$ cat src/rtl/fb_scanout_reader.sv
// Raster-order framebuffer scanout: sweeps the RAM read port and streams pixels
// through a 2-entry credit-managed buffer. Define SCANOUT_LOOP_EN for continuous frames with stop.
module fb_scanout_reader #(
  parameter int DATA_W = 32,
  parameter int WIDTH  = 4,
  parameter int HEIGHT = 4,
  parameter int DEPTH  = WIDTH * HEIGHT
) (
  input  logic                       clk,
  input  logic                       rstN,
  input  logic                       start,
`ifdef SCANOUT_LOOP_EN
  input  logic                       stop,
`endif
  output logic                       busy,
  output logic                       done,
  output logic                       rdEn,
  output logic [$clog2(DEPTH)-1:0]   rdAddr,
  input  logic [DATA_W-1:0]          rdData,
  output logic                       outValid,
  input  logic                       outReady,
  output logic [DATA_W-1:0]          outData,
  output logic                       outLast,
  output logic                       outFrameEnd
);

  localparam int ADDR_W = $clog2(DEPTH);
  localparam int XW     = (WIDTH > 1) ? $clog2(WIDTH) : 1;
  localparam int YW     = (HEIGHT > 1) ? $clog2(HEIGHT) : 1;

  typedef enum logic [1:0] {IDLE, RUN, DRAIN} state_t;

  state_t              state_q;
  logic [ADDR_W-1:0]   rd_addr_q;
  logic [XW-1:0]       x_q;
  logic [YW-1:0]       y_q;
  logic                infl_q;
  logic                infl_last_q;
  logic                infl_fe_q;
  logic [DATA_W-1:0]   buf_data_q [2];
  logic [1:0]          buf_last_q;
  logic [1:0]          buf_fe_q;
  logic                wr_ptr_q;
  logic                rd_ptr_q;
  logic [1:0]          count_q;
  logic                stop_q;

  logic                x_last;
  logic                y_last;
  logic                frame_last;
  logic                pop;
  logic                head_fe;
  logic [1:0]          used;
  logic                keep_running;

  assign x_last     = (x_q == XW'(WIDTH - 1));
  assign y_last     = (y_q == YW'(HEIGHT - 1));
  assign frame_last = x_last && y_last;

  assign outValid    = (count_q != 2'd0);
  assign outData     = buf_data_q[rd_ptr_q];
  assign outLast     = buf_last_q[rd_ptr_q];
  assign outFrameEnd = buf_fe_q[rd_ptr_q];
  assign head_fe     = buf_fe_q[rd_ptr_q];
  assign pop         = outValid && outReady;

  // Credits count the entry leaving this cycle as free, so a full-rate stream never bubbles.
  assign used = count_q - {1'b0, pop} + {1'b0, infl_q};
  assign rdEn = (state_q == RUN) && (used < 2'd2);

  assign rdAddr = rd_addr_q;
  assign busy   = (state_q != IDLE);
  assign done   = pop && head_fe && (state_q != IDLE);

`ifdef SCANOUT_LOOP_EN
  assign keep_running = !(stop_q || stop);
`else
  assign keep_running = 1'b0;
`endif

  always_ff @(posedge clk) begin
    if (!rstN) begin
      state_q     <= IDLE;
      rd_addr_q   <= '0;
      x_q         <= '0;
      y_q         <= '0;
      infl_q      <= 1'b0;
      infl_last_q <= 1'b0;
      infl_fe_q   <= 1'b0;
      for (int i = 0; i < 2; i++) buf_data_q[i] <= '0;
      buf_last_q  <= '0;
      buf_fe_q    <= '0;
      wr_ptr_q    <= 1'b0;
      rd_ptr_q    <= 1'b0;
      count_q     <= 2'd0;
      stop_q      <= 1'b0;
    end else begin
      case (state_q)
        IDLE: begin
          if (start) begin
            state_q   <= RUN;
            rd_addr_q <= '0;
            x_q       <= '0;
            y_q       <= '0;
            stop_q    <= 1'b0;
          end
        end
        RUN: begin
          if (rdEn && frame_last && !keep_running) state_q <= DRAIN;
        end
        DRAIN: begin
          if (pop && head_fe) state_q <= IDLE;
        end
        default: state_q <= IDLE;
      endcase

`ifdef SCANOUT_LOOP_EN
      if (state_q != IDLE && stop) stop_q <= 1'b1;
`endif

      if (rdEn) begin
        rd_addr_q <= frame_last ? '0 : rd_addr_q + 1'b1;
        x_q       <= x_last ? '0 : x_q + 1'b1;
        if (x_last) y_q <= y_last ? '0 : y_q + 1'b1;
      end

      // Tags travel with the read so they line up with rdData one cycle later.
      infl_q      <= rdEn;
      infl_last_q <= x_last;
      infl_fe_q   <= frame_last;

      if (infl_q) begin
        buf_data_q[wr_ptr_q] <= rdData;
        buf_last_q[wr_ptr_q] <= infl_last_q;
        buf_fe_q[wr_ptr_q]   <= infl_fe_q;
        wr_ptr_q             <= ~wr_ptr_q;
      end
      if (pop) rd_ptr_q <= ~rd_ptr_q;
      count_q <= count_q + {1'b0, infl_q} - {1'b0, pop};
    end
  end

endmodule

$ cat config.mk
export PLATFORM = sky130hd
export DESIGN_NAME = fb_scanout_reader
export DESIGN_NICKNAME = d
export VERILOG_FILES = /design/src/rtl/fb_scanout_reader.sv
export SDC_FILE = /design/constraint.sdc
export NUM_CORES = 1
export LEC_CHECK = 0
export ABC_CLOCK_PERIOD_IN_PS = 2200
export CAP_MARGIN = 40
export CORE_ASPECT_RATIO = 1.25
export CORE_MARGIN = 3
export CORE_UTILIZATION = 50
export DETAILED_ROUTE_END_ITERATION = 16
export GPL_ROUTABILITY_DRIVEN = 0
export PLACE_DENSITY = 0.79
export SLEW_MARGIN = 0
export SYNTH_ARGS = -nofsm -noshare
export SYNTH_HDL_FRONTEND = slang
export SYNTH_SLANG_ARGS = --single-unit
export TNS_END_PERCENT = 20
$ cat constraint.sdc
create_clock -name clk -period 2.2 [get_ports clk]
set_input_delay 0.22 -clock clk [delete_from_list [all_inputs] [get_ports clk]]
set_output_delay 0.22 -clock clk [all_outputs]
set_load 0.01 [all_outputs]
==> impl_summary.txt, run 1 <==
----------------------------------------------------
[Yosys]
  Area share of the leading cell type in the synthesized netlist ... 0.523
  Share of synthesized area occupied by flip-flops and latches ... 0.643
  Most instantiated library cell after synthesis ... and2_1
  Top post-synthesis cells by count ... and2_1, edfxtp_1, mux2_2
  Gate Count Post-Synth ... 272
  Dominant synthesized flop cell ... edfxtp_1
  Syn_area_per_cell ... 13.5 sq um
  Net count after synthesis ... 313
  Count of yosys warnings during synthesis ... 0
  Leading post-synthesis cells by cell area ... edfxtp_1, dfxtp_1, and2_1
  Number of flops mapped to enable cells by yosys ... 64
  Count of different cell masters after synthesis ... 32
  Post-synthesis async set-or-reset flop share ... 0
  Leading area contributor after synthesis ... edfxtp_1
  Post-synth design cell area ... 0.00367 sq mm
  Synthesized flop and latch total ... 86

[CTS]
  Clock Pin Slew Worst Setup and Hold Paths ... 80 ps
  Maximum count of clock buffers along a single path ... 2
  Hold bufs inserted after CTS ... 0
  Latest clock arrival within the worst-skew pair ... 350 ps
  TritonCTS sink count ... 86
  Clock buffers created by TritonCTS ... 9
  Root buf cell ... clkbuf_8
  Clock tree from TritonCTS ... built
  Maximum level of the CTS H-tree ... 3

[Floorplan]
  Overall die area ... 0.00842 sq mm
  Std-Cell Rows ... 34
  Core Region ... 0.00706 sq mm
  Starting Density ... 0.520
  Die Y ... 102 um
  X dimension of the die ... 82.7 um
  I/O pin count ... 78

[Worst setup path]
  Kind of launch point of the worst setup path ... flop
  Logic depth of the worst path, buffers included ... 8
  Start point of the critical path ... count_q[1]$_SDFF_PN0_
  Cell type group with the largest total delay on the critical path ... adder cells
  RR Endpoint ... x_q[0]$_SDFFE_PN0P_
  Chain of cells forming the critical path ... o21a_1 > ha_1 > inv_1 > ha_1 > xnor3_2 > nand2_4 > inv_2 > buf_2
  FF-to-FF path depth ... 9
  Cell mode on critical path ... ha_1
  Slack of the worst reg-to-reg path ... 240 ps
  Arrival time at the worst endpoint ... 1850 ps
  Launch instance of the worst register-to-register path ... count_q[1]$_SDFF_PN0_
  Highest fanout seen on the critical path ... 2
  Critical path capture point ... rdEn
  CP max stage cell ... dfxtp_2
  Largest stage delay on the critical path ... 320 ps
  Data required time of the critical path ... 1980 ps
  Critical path buffers and inverters ... 3
  WS Path Type ... flop to primary output
  Worst Setup End Kind ... primary output

[Routing]
  Per-cell routed wire length ... 15.4 um
  Starting DRC count in detailed routing ... 152
  Count of TritonRoute iterations in the first routing pass ... 6
  Post-detailed-route count of antenna-violating nets ... 0
  Final routed DRC violation total ... 0
  Post-detailed-routing wire length ... 7.01 mm
  DR vias/cell ... 5.14
  Number of vias in the routed layout ... 2346

[Timing]
  Final setup violation count ... 0
  RSZ-0062 raised after global routing ... no
  Worst hold-check slack ... 477 ps
  Number of failing hold endpoints at the final stage ... 0
  Fmax achieved ... 482 MHz
  Final-report max-slew violation count ... 0
  Setup slack of the critical path after layout ... 127 ps
  Period utilization ... 0.942
  Worst slew margin ... 0.698
  Worst clock skew on the final layout ... 11.6 ps
  Worst Max-Slew Pin Slew ... 453 ps
  Minimum clock period after layout ... 2070 ps
  Setup TNS ... 0 ps

[GRT]
  Initial antenna violation count ... 0
  Pin count of the biggest net entering global routing ... 35
  Global route total overflow ... 0
  Total routing usage reported by global routing ... 0.178
  Via count of the first global-routing pass ... 2379
  First-pass GRT wire length ... 11.2 mm

[Layout]
  Antenna cell count ... 0
  Growth of design area from synthesis to finish ... 31.6%
  Ratio of cells with drive above 1 in the final layout ... 0.191
  Post-layout util ... 0.685
  Layout net count ... 402

[Power]
  Worst IR drop on VDD ... 616 uV
  Leakage ... 1.84 nW
  Total power per unit cell area ... 896 mW/mm^2
  Overall power of the completed layout ... 4.33 mW

[Run]
  Max-cap violation count ... 0

[Run status]
  Result of the run ... complete, no violations

[Placement]
  # port buffers ... 77
  Detailed-placement wirelength estimate ... 4.67 mm
  Setup Slack @ Placement ... -193 ps

[Min path]
  Hold/Removal Path Class ... flop to flop

----------------------------------------------------
## worst register-to-register path: stages (launching register included)
cell and delay, ps:
dfxtp_2 320, o21a_1 190, ha_1 270, inv_1 40
ha_1 170, xnor3_2 260, nand2_4 60, buf_4 160
or3_1 300, a21oi_1 130
## stage by stage
stage | instances | area [sq um]
final | 456 | 4830
after global placement | 438 | 4610
after global routing | 456 | 4830
after CTS | 455 | 4830
after detailed placement | 438 | 4610
after floorplan | 272 | 3670
## registers in the layout (all words and copies together) (netlist names), named ones only
| signal | flops |
|---|---|
| buf_last_q | 2 |
| rdAddr | 4 |
| buf_data_q | 64 |
| infl_q | 1 |
| x_q | 2 |
| buf_fe_q | 2 |
| count_q | 2 |
| infl_last_q | 1 |
| state_q | 2 |
| wr_ptr_q | 1 |
| infl_fe_q | 1 |
| rd_ptr_q | 1 |
| y_q | 2 |
## metal layers
metal  global-route usage  up-vias  wire length [um]
met5                    0        -                 0
met4               0.0792        0               134
met3               0.0450       12               395
met2                0.312       53              3720
met1                0.202     1138              2760
li1                     -     1143                 -
## where the power goes
group | leakage [nW] | switching, mW | internal, mW | total [mW]
clock | 0.0962 | 0.548 | 0.636 | 1.18
combinational | 0.903 | 0.481 | 0.688 | 1.17
sequential | 0.846 | 0.0624 | 1.92 | 1.98
total | 1.84 | 1.09 | 3.24 | 4.33
## logic make-up after synthesis
| group | synth area share |
|---|---|
| mux | 0.104 |
| simple gates | 0.175 |
| compound gates | 0.0313 |
| fa+ha+maj | 0.0170 |
| flops | 0.643 |
| buf+inv | 0.0208 |
| xor+xnor | 0.00886 |
## area by class of cell
| class | instances | area, sq um |
|---|---|---|
| Clock inverter | 6 | 86.3 |
| Clock buffer | 10 | 128 |
| Tap cell | 90 | 113 |
| Inverter | 6 | 22.5 |
| Timing Repair Buffer | 91 | 883 |
| Multi-Input combinational cell | 167 | 1240 |
| Fill cell | 529 | 2230 |
| Sequential cell | 86 | 2360 |
## worst min path at each step
stage | start | end | slack, ps | depth (start not counted)
6_report | y_q[0]$_SDFF_PN0_ | y_q[0]$_SDFF_PN0_ | 480 | 1
5_1_grt | infl_fe_q$_SDFF_PN0_ | buf_fe_q[1]$_SDFFE_PN0P_ | 500 | 1
4_1_cts | y_q[0]$_SDFF_PN0_ | y_q[0]$_SDFF_PN0_ | 480 | 1
3_5_place_dp | y_q[0]$_SDFF_PN0_ | y_q[0]$_SDFF_PN0_ | 470 | 1
3_3_place_gp | infl_last_q$_SDFF_PN0_ | buf_last_q[0]$_SDFFE_PN0P_ | 450 | 1
2_1_floorplan | start | state_q[0]$_SDFFE_PN0P_ | 390 | 2
## cells in the final DEF, fill, tap and decap left out, types with 3 or more instances in the layout
cell type / instances
nand2_1: 6
nor2_1: 9
nand3_1: 12
edfxtp_1: 64
a21oi_1: 8
inv_1: 4
clkbuf_8: 9
ha_1: 5
clkdlybuf4s50_1: 76
nand4_1: 3
clkinvlp_4: 3
mux2_2: 33
and2_1: 66
dfxtp_1: 20
buf_4: 13
## repair_timing
item / 4_1_cts / 5_1_grt
gates cloned: 0 / 0
endpoints found under the setup margin: 1 / 1
pin swaps: 1 / 2
setup buffers: 1 / 1
resized for setup: 4 / 2
No activity file was read; power rests on OpenSTA's default activity.
==> run 2, diff against run 1 <==
Settings changed: CELL_PAD_IN_SITES_DETAIL_PLACEMENT set to 0, CELL_PAD_IN_SITES_GLOBAL_PLACEMENT set to 2, CORE_UTILIZATION 50 to 34, PLACE_DENSITY 0.79 to not set, PLACE_DENSITY_LB_ADDON set to 0.1.
==> run 2 against run 1 <==
Via count up 0.47%. Maximum frequency down 2.0%. Routed wire length up 5.3%. Global-route usage down 4.8 points. Design area up 2.8%. Critical endpoint unchanged.
==> impl_summary.txt, run 2 (synthesized netlist as in run 1, its figures left out) <==
----------------------------------------------------
[Power]
  Share of power burned in combinational logic ... 0.257
  Seq pwr share ... 0.432
  Total power per unit cell area ... 924 mW/mm^2
  Net switching power figure ... 1.12 mW
  Part of the total power dissipated in the clock network ... 0.311
  Overall power of the completed layout ... 4.60 mW
  Cell Int Power ... 3.48 mW
  Worst IR drop on VDD ... 402 uV
  Leakage ... 1.89 nW
  Switching share of total power ... 0.243

[Timing]
  Worst hold-check slack ... 475 ps
  Final-report max-slew violation count ... 0
  Setup TNS ... 0 ps
  Worst slew margin ... 0.705
  Fmax achieved ... 473 MHz
  Minimum clock period after layout ... 2120 ps
  Number of failing hold endpoints at the final stage ... 0
  Worst Max-Slew Pin Slew ... 442 ps
  Final setup violation count ... 0
  Setup slack of the critical path after layout ... 84.2 ps
  Worst clock skew on the final layout ... 3.54 ps
  Period utilization ... 0.962

[CTS]
  Latest clock arrival within the worst-skew pair ... 330 ps
  Root buf cell ... clkbuf_16
  TritonCTS sink count ... 86
  Maximum count of clock buffers along a single path ... 2
  Clock Pin Slew Worst Setup and Hold Paths ... 60 ps
  Clock buffers created by TritonCTS ... 9
  Clock tree from TritonCTS ... built
  Maximum level of the CTS H-tree ... 3

[GRT]
  Global Route met1 Usage ... 0.140
  Total routing usage reported by global routing ... 0.130
  First-pass GRT wire length ... 12.0 mm
  Met2 routing resource usage after global routing ... 0.237
  GRT Max-Usage Layer ... met2
  Initial antenna violation count ... 0
  Pin count of the biggest net entering global routing ... 33
  Met3 track demand over resource in global routing ... 0.0455
  Via count of the first global-routing pass ... 2428
  Global route total overflow ... 0

[Placement]
  Setup Slack @ Placement ... -223 ps
  Detailed-placement wirelength estimate ... 5.11 mm
  Cells after DPL ... 479
  # port buffers ... 77
  Cell area after placement ... 0.00468 sq mm

[Worst setup path]
  WS Path Type ... flop to primary output
  Arrival time at the worst endpoint ... 1900 ps
  Kind of launch point of the worst setup path ... flop
  Highest fanout seen on the critical path ... 4
  Data required time of the critical path ... 1980 ps
  Worst Setup End Kind ... primary output

[Layout]
  Layout Cells excl Fill ... 496
  Finished layout cell area ... 0.00497 sq mm
  Flip-flop count of the largest register, all copies and words added ... 64
  Antenna cell count ... 0
  Ratio of cells with drive above 1 in the final layout ... 0.199
  Most common library cell in the layout ignoring fill and taps ... clkdlybuf4s50_1
  Layout net count ... 403
  Commonest cells after routing, fill and taps aside ... clkdlybuf4s50_1, and2_1, edfxtp_1
  Register containing the most flip-flops in the final layout ... buf_data_q
  Post-layout util ... 0.482
  Growth of design area from synthesis to finish ... 35.3%

[Floorplan]
  Overall die area ... 0.0121 sq mm
  Std-Cell Rows ... 41
  Die Y ... 122 um
  Core Region ... 0.0103 sq mm
  I/O pin count ... 78
  X dimension of the die ... 99.0 um
  Starting Density ... 0.356

[Min path]
  Hold/Removal Path Class ... flop to flop

[Run]
  Max-cap violation count ... 0

[Routing]
  Starting DRC count in detailed routing ... 90
  DR vias/cell ... 4.75
  Count of TritonRoute iterations in the first routing pass ... 4
  Post-detailed-routing wire length ... 7.38 mm
  Post-detailed-route count of antenna-violating nets ... 0
  Per-cell routed wire length ... 14.9 um
  Final routed DRC violation total ... 0
  Number of vias in the routed layout ... 2357

[Run status]
  Result of the run ... complete, no violations

----------------------------------------------------
run 2: layer usage:
layer | part of all wire | vias to the layer above
met5 | 0 | -
met4 | 0.012 | 0
met3 | 0.055 | 8
met2 | 0.55 | 47
met1 | 0.38 | 1147
li1 | - | 1155
run 2: power groups by stage:
stage                     registers (mW)  logic, mW  clock network (mW)
after floorplan                     2.00      0.596                   0
after global placement              2.01       1.19                   0
after detailed placement            2.02       1.19                   0
after CTS                           1.99       1.19                1.47
after global routing                2.00       1.29                1.54
final                               1.98       1.18                1.43
run 2: path summary, 6_finish.rpt:
kind / startpoint / depth (start not counted) / to / slack, ps
worst max-delay path: count_q[0]$_SDFF_PN0_ / 8 / rdEn / 80
worst min-delay path: y_q[0]$_SDFF_PN0_ / 1 / y_q[0]$_SDFF_PN0_ / 470
worst max register to register: count_q[0]$_SDFF_PN0_ / 9 / x_q[0]$_SDFFE_PN0P_ / 220
worst min register to register: y_q[0]$_SDFF_PN0_ / 1 / y_q[0]$_SDFF_PN0_ / 470
run 2: cell type report:
type | count | area, sq um
clock buffers | 10 | 229
repair buffers | 92 | 897
clock inverters | 6 | 52.6
multi-input cells | 167 | 1240
flip-flops and latches | 86 | 2370
fillers | 954 | 5340
inverters | 6 | 22.5
well taps | 129 | 161
run 2: repair_timing:
action / CTS / global route
buffers inserted: 0 / 1
endpoints found under the hold margin: 0 / 0
setup endpoints to repair: 1 / 1
pin swaps: 2 / 2
gates resized for setup: 6 / 2
hold buffers: 0 / 0
run 2: worst max-delay path, stage by stage, from the launching register on:
cell and delay (ps):
dfxtp_2 320, o21a_1 200, ha_1 270, inv_1 60, ha_2 160, xnor3_2 310
nand2_4 110, inv_2 40, buf_6 110
==> run 3, diff against run 2 <==
Settings changed: CORE_UTILIZATION 34 to 35, CTS_BUF_LIST set to sky130_fd_sc_hd__clkbuf_8.
==> run 3 against run 2 <==
Register-to-register slack about the same. Sequential power about the same. Final cell count fell by 0.40%. Combinational power hardly changed. Total power down 11%. Global-route usage decreased by 0.073 points. Setup slack better by 28 ps.
==> impl_summary.txt, run 3 (synthesized netlist as in run 1, its figures left out) <==
----------------------------------------------------
[Run]
  Max-cap violation count ... 0

[Layout]
  Layout net count ... 402
  Ratio of cells with drive above 1 in the final layout ... 0.192
  Flip-flop count of the largest register, all copies and words added ... 64
  Post-layout util ... 0.477
  Register containing the most flip-flops in the final layout ... buf_data_q
  Commonest cells after routing, fill and taps aside ... clkdlybuf4s50_1, and2_1, edfxtp_1
  Antenna cell count ... 0
  Most common library cell in the layout ignoring fill and taps ... clkdlybuf4s50_1
  Growth of design area from synthesis to finish ... 31.9%

[Timing]
  Setup TNS ... 0 ps
  Worst Max-Slew Pin Slew ... 469 ps
  Final setup violation count ... 0
  Worst hold-check slack ... 476 ps
  Period utilization ... 0.949
  RSZ-0062 raised after global routing ... no
  Worst slew margin ... 0.687
  Minimum clock period after layout ... 2090 ps
  Fmax achieved ... 479 MHz
  Final-report max-slew violation count ... 0
  Number of failing hold endpoints at the final stage ... 0
  Worst clock skew on the final layout ... 5.33 ps

[CTS]
  Clock Pin Slew Worst Setup and Hold Paths ... 80 ps
  TritonCTS sink count ... 86
  Maximum count of clock buffers along a single path ... 2
  Clock buffers created by TritonCTS ... 9
  Root buf cell ... clkbuf_8
  Hold bufs inserted after CTS ... 0
  Latest clock arrival within the worst-skew pair ... 350 ps
  Clock tree from TritonCTS ... built
  Maximum level of the CTS H-tree ... 3

[Power]
  Total power per unit cell area ... 841 mW/mm^2
  Worst IR drop on VDD ... 303 uV
  Leakage ... 1.83 nW

[Min path]
  Hold/Removal Path Class ... flop to flop

[Routing]
  Count of TritonRoute iterations in the first routing pass ... 6
  DR vias/cell ... 4.76
  Number of vias in the routed layout ... 2353
  Post-detailed-route count of antenna-violating nets ... 0
  Per-cell routed wire length ... 15.1 um
  Starting DRC count in detailed routing ... 107
  Final routed DRC violation total ... 0
  Post-detailed-routing wire length ... 7.44 mm

[GRT]
  Initial antenna violation count ... 0
  Via count of the first global-routing pass ... 2322
  Total routing usage reported by global routing ... 0.129
  Pin count of the biggest net entering global routing ... 33
  First-pass GRT wire length ... 11.5 mm
  Global route total overflow ... 0

[Floorplan]
  X dimension of the die ... 97.6 um
  Overall die area ... 0.0118 sq mm
  Starting Density ... 0.362
  Std-Cell Rows ... 41
  Core Region ... 0.0102 sq mm
  Die Y ... 121 um
  I/O pin count ... 78

[Placement]
  Detailed-placement wirelength estimate ... 4.98 mm
  # port buffers ... 77

[Worst setup path]
  Cell type group with the largest total delay on the critical path ... adder cells
  Largest stage delay on the critical path ... 330 ps
  Arrival time at the worst endpoint ... 1870 ps
  Critical path capture point ... rdEn
  Highest fanout seen on the critical path ... 3
  Chain of cells forming the critical path ... o21a_1 > ha_1 > inv_1 > ha_1 > xnor3_2 > nand2_4 > inv_2 > buf_2
  Worst Setup End Kind ... primary output
  Kind of launch point of the worst setup path ... flop
  RR Endpoint ... x_q[0]$_SDFFE_PN0P_
  Start point of the critical path ... count_q[0]$_SDFF_PN0_
  Critical path buffers and inverters ... 3
  Cell mode on critical path ... ha_1
  Data required time of the critical path ... 1980 ps
  Slack of the worst reg-to-reg path ... 230 ps
  CP max stage cell ... dfxtp_2
  WS Path Type ... flop to primary output
  FF-to-FF path depth ... 9
  Logic depth of the worst path, buffers included ... 8
  Launch instance of the worst register-to-register path ... count_q[0]$_SDFF_PN0_

[Run status]
  Result of the run ... complete, no violations

----------------------------------------------------
## run 3: changes by cell type in the layout (fill, tap and decap cells not counted), sizes merged
cell / change
buf: -1
bufinv: -1
clkbuf: -1
clkinvlp: +1
## run 3: metal layers
metal / wire length (um) / vias up / part of all wire / GRT usage
met5: 0 / - / 0 / 0
met4: 116 / 0 / 0.016 / 0.0545
met3: 423 / 9 / 0.057 / 0.0427
met2: 3980 / 57 / 0.53 / 0.232
met1: 2920 / 1137 / 0.39 / 0.139
li1: - / 1150 / - / -
## run 3: per-stage QoR
step,cell area (sq um),power [mW],instances,worst slack [ps]
CTS,4850,4.15,494,76.9
global placement,4670,3.19,477,-200
finish,4850,4.08,494,113
detailed placement,4690,3.21,478,-196
floorplan,3670,2.59,272,390
global route,4850,4.29,494,7.52
## run 3: area by class of cell
type	count	area, sq um
clock buffer	9	124
clock inverter	6	30.0
fill	954	5310
inverter	6	22.5
multi-input combinational	167	1240
sequential	86	2360
tap	129	161
timing repair buffer	91	903
## run 3: what timing repair did
action	CTS	global route
buffers inserted	1	0
endpoints found under the setup margin	1	0
resized for setup	5	0
## run 3: worst min path at each step
| stage | startpoint | end | slack, ps | depth (start not counted) |
|---|---|---|---|---|
| floorplan | start | state_q[0]$_SDFFE_PN0P_ | 390 | 2 |
| global placement | x_q[1]$_SDFFE_PN0P_ | x_q[1]$_SDFFE_PN0P_ | 460 | 2 |
| detailed placement | buf_last_q[1]$_SDFFE_PN0P_ | buf_last_q[1]$_SDFFE_PN0P_ | 460 | 1 |
| CTS | start | state_q[0]$_SDFFE_PN0P_ | 470 | 3 |
| global route | start | state_q[0]$_SDFFE_PN0P_ | 490 | 3 |
| finish | infl_last_q$_SDFF_PN0_ | buf_last_q[1]$_SDFFE_PN0P_ | 480 | 1 |
## run 3: power by group
part	switching, mW	internal, mW
Combinational	0.495	0.686
Sequential	0.0593	1.92
Clock	0.531	0.390
Total	1.09	2.99
## run 3: worst register-to-register path: stages, from the launching register on
cell and delay, ps:
dfxtp_2 330, o21a_1 190, ha_1 270, inv_1 40
ha_1 170, xnor3_2 260, nand2_4 60, buf_4 160
or3_1 310, a21oi_1 120
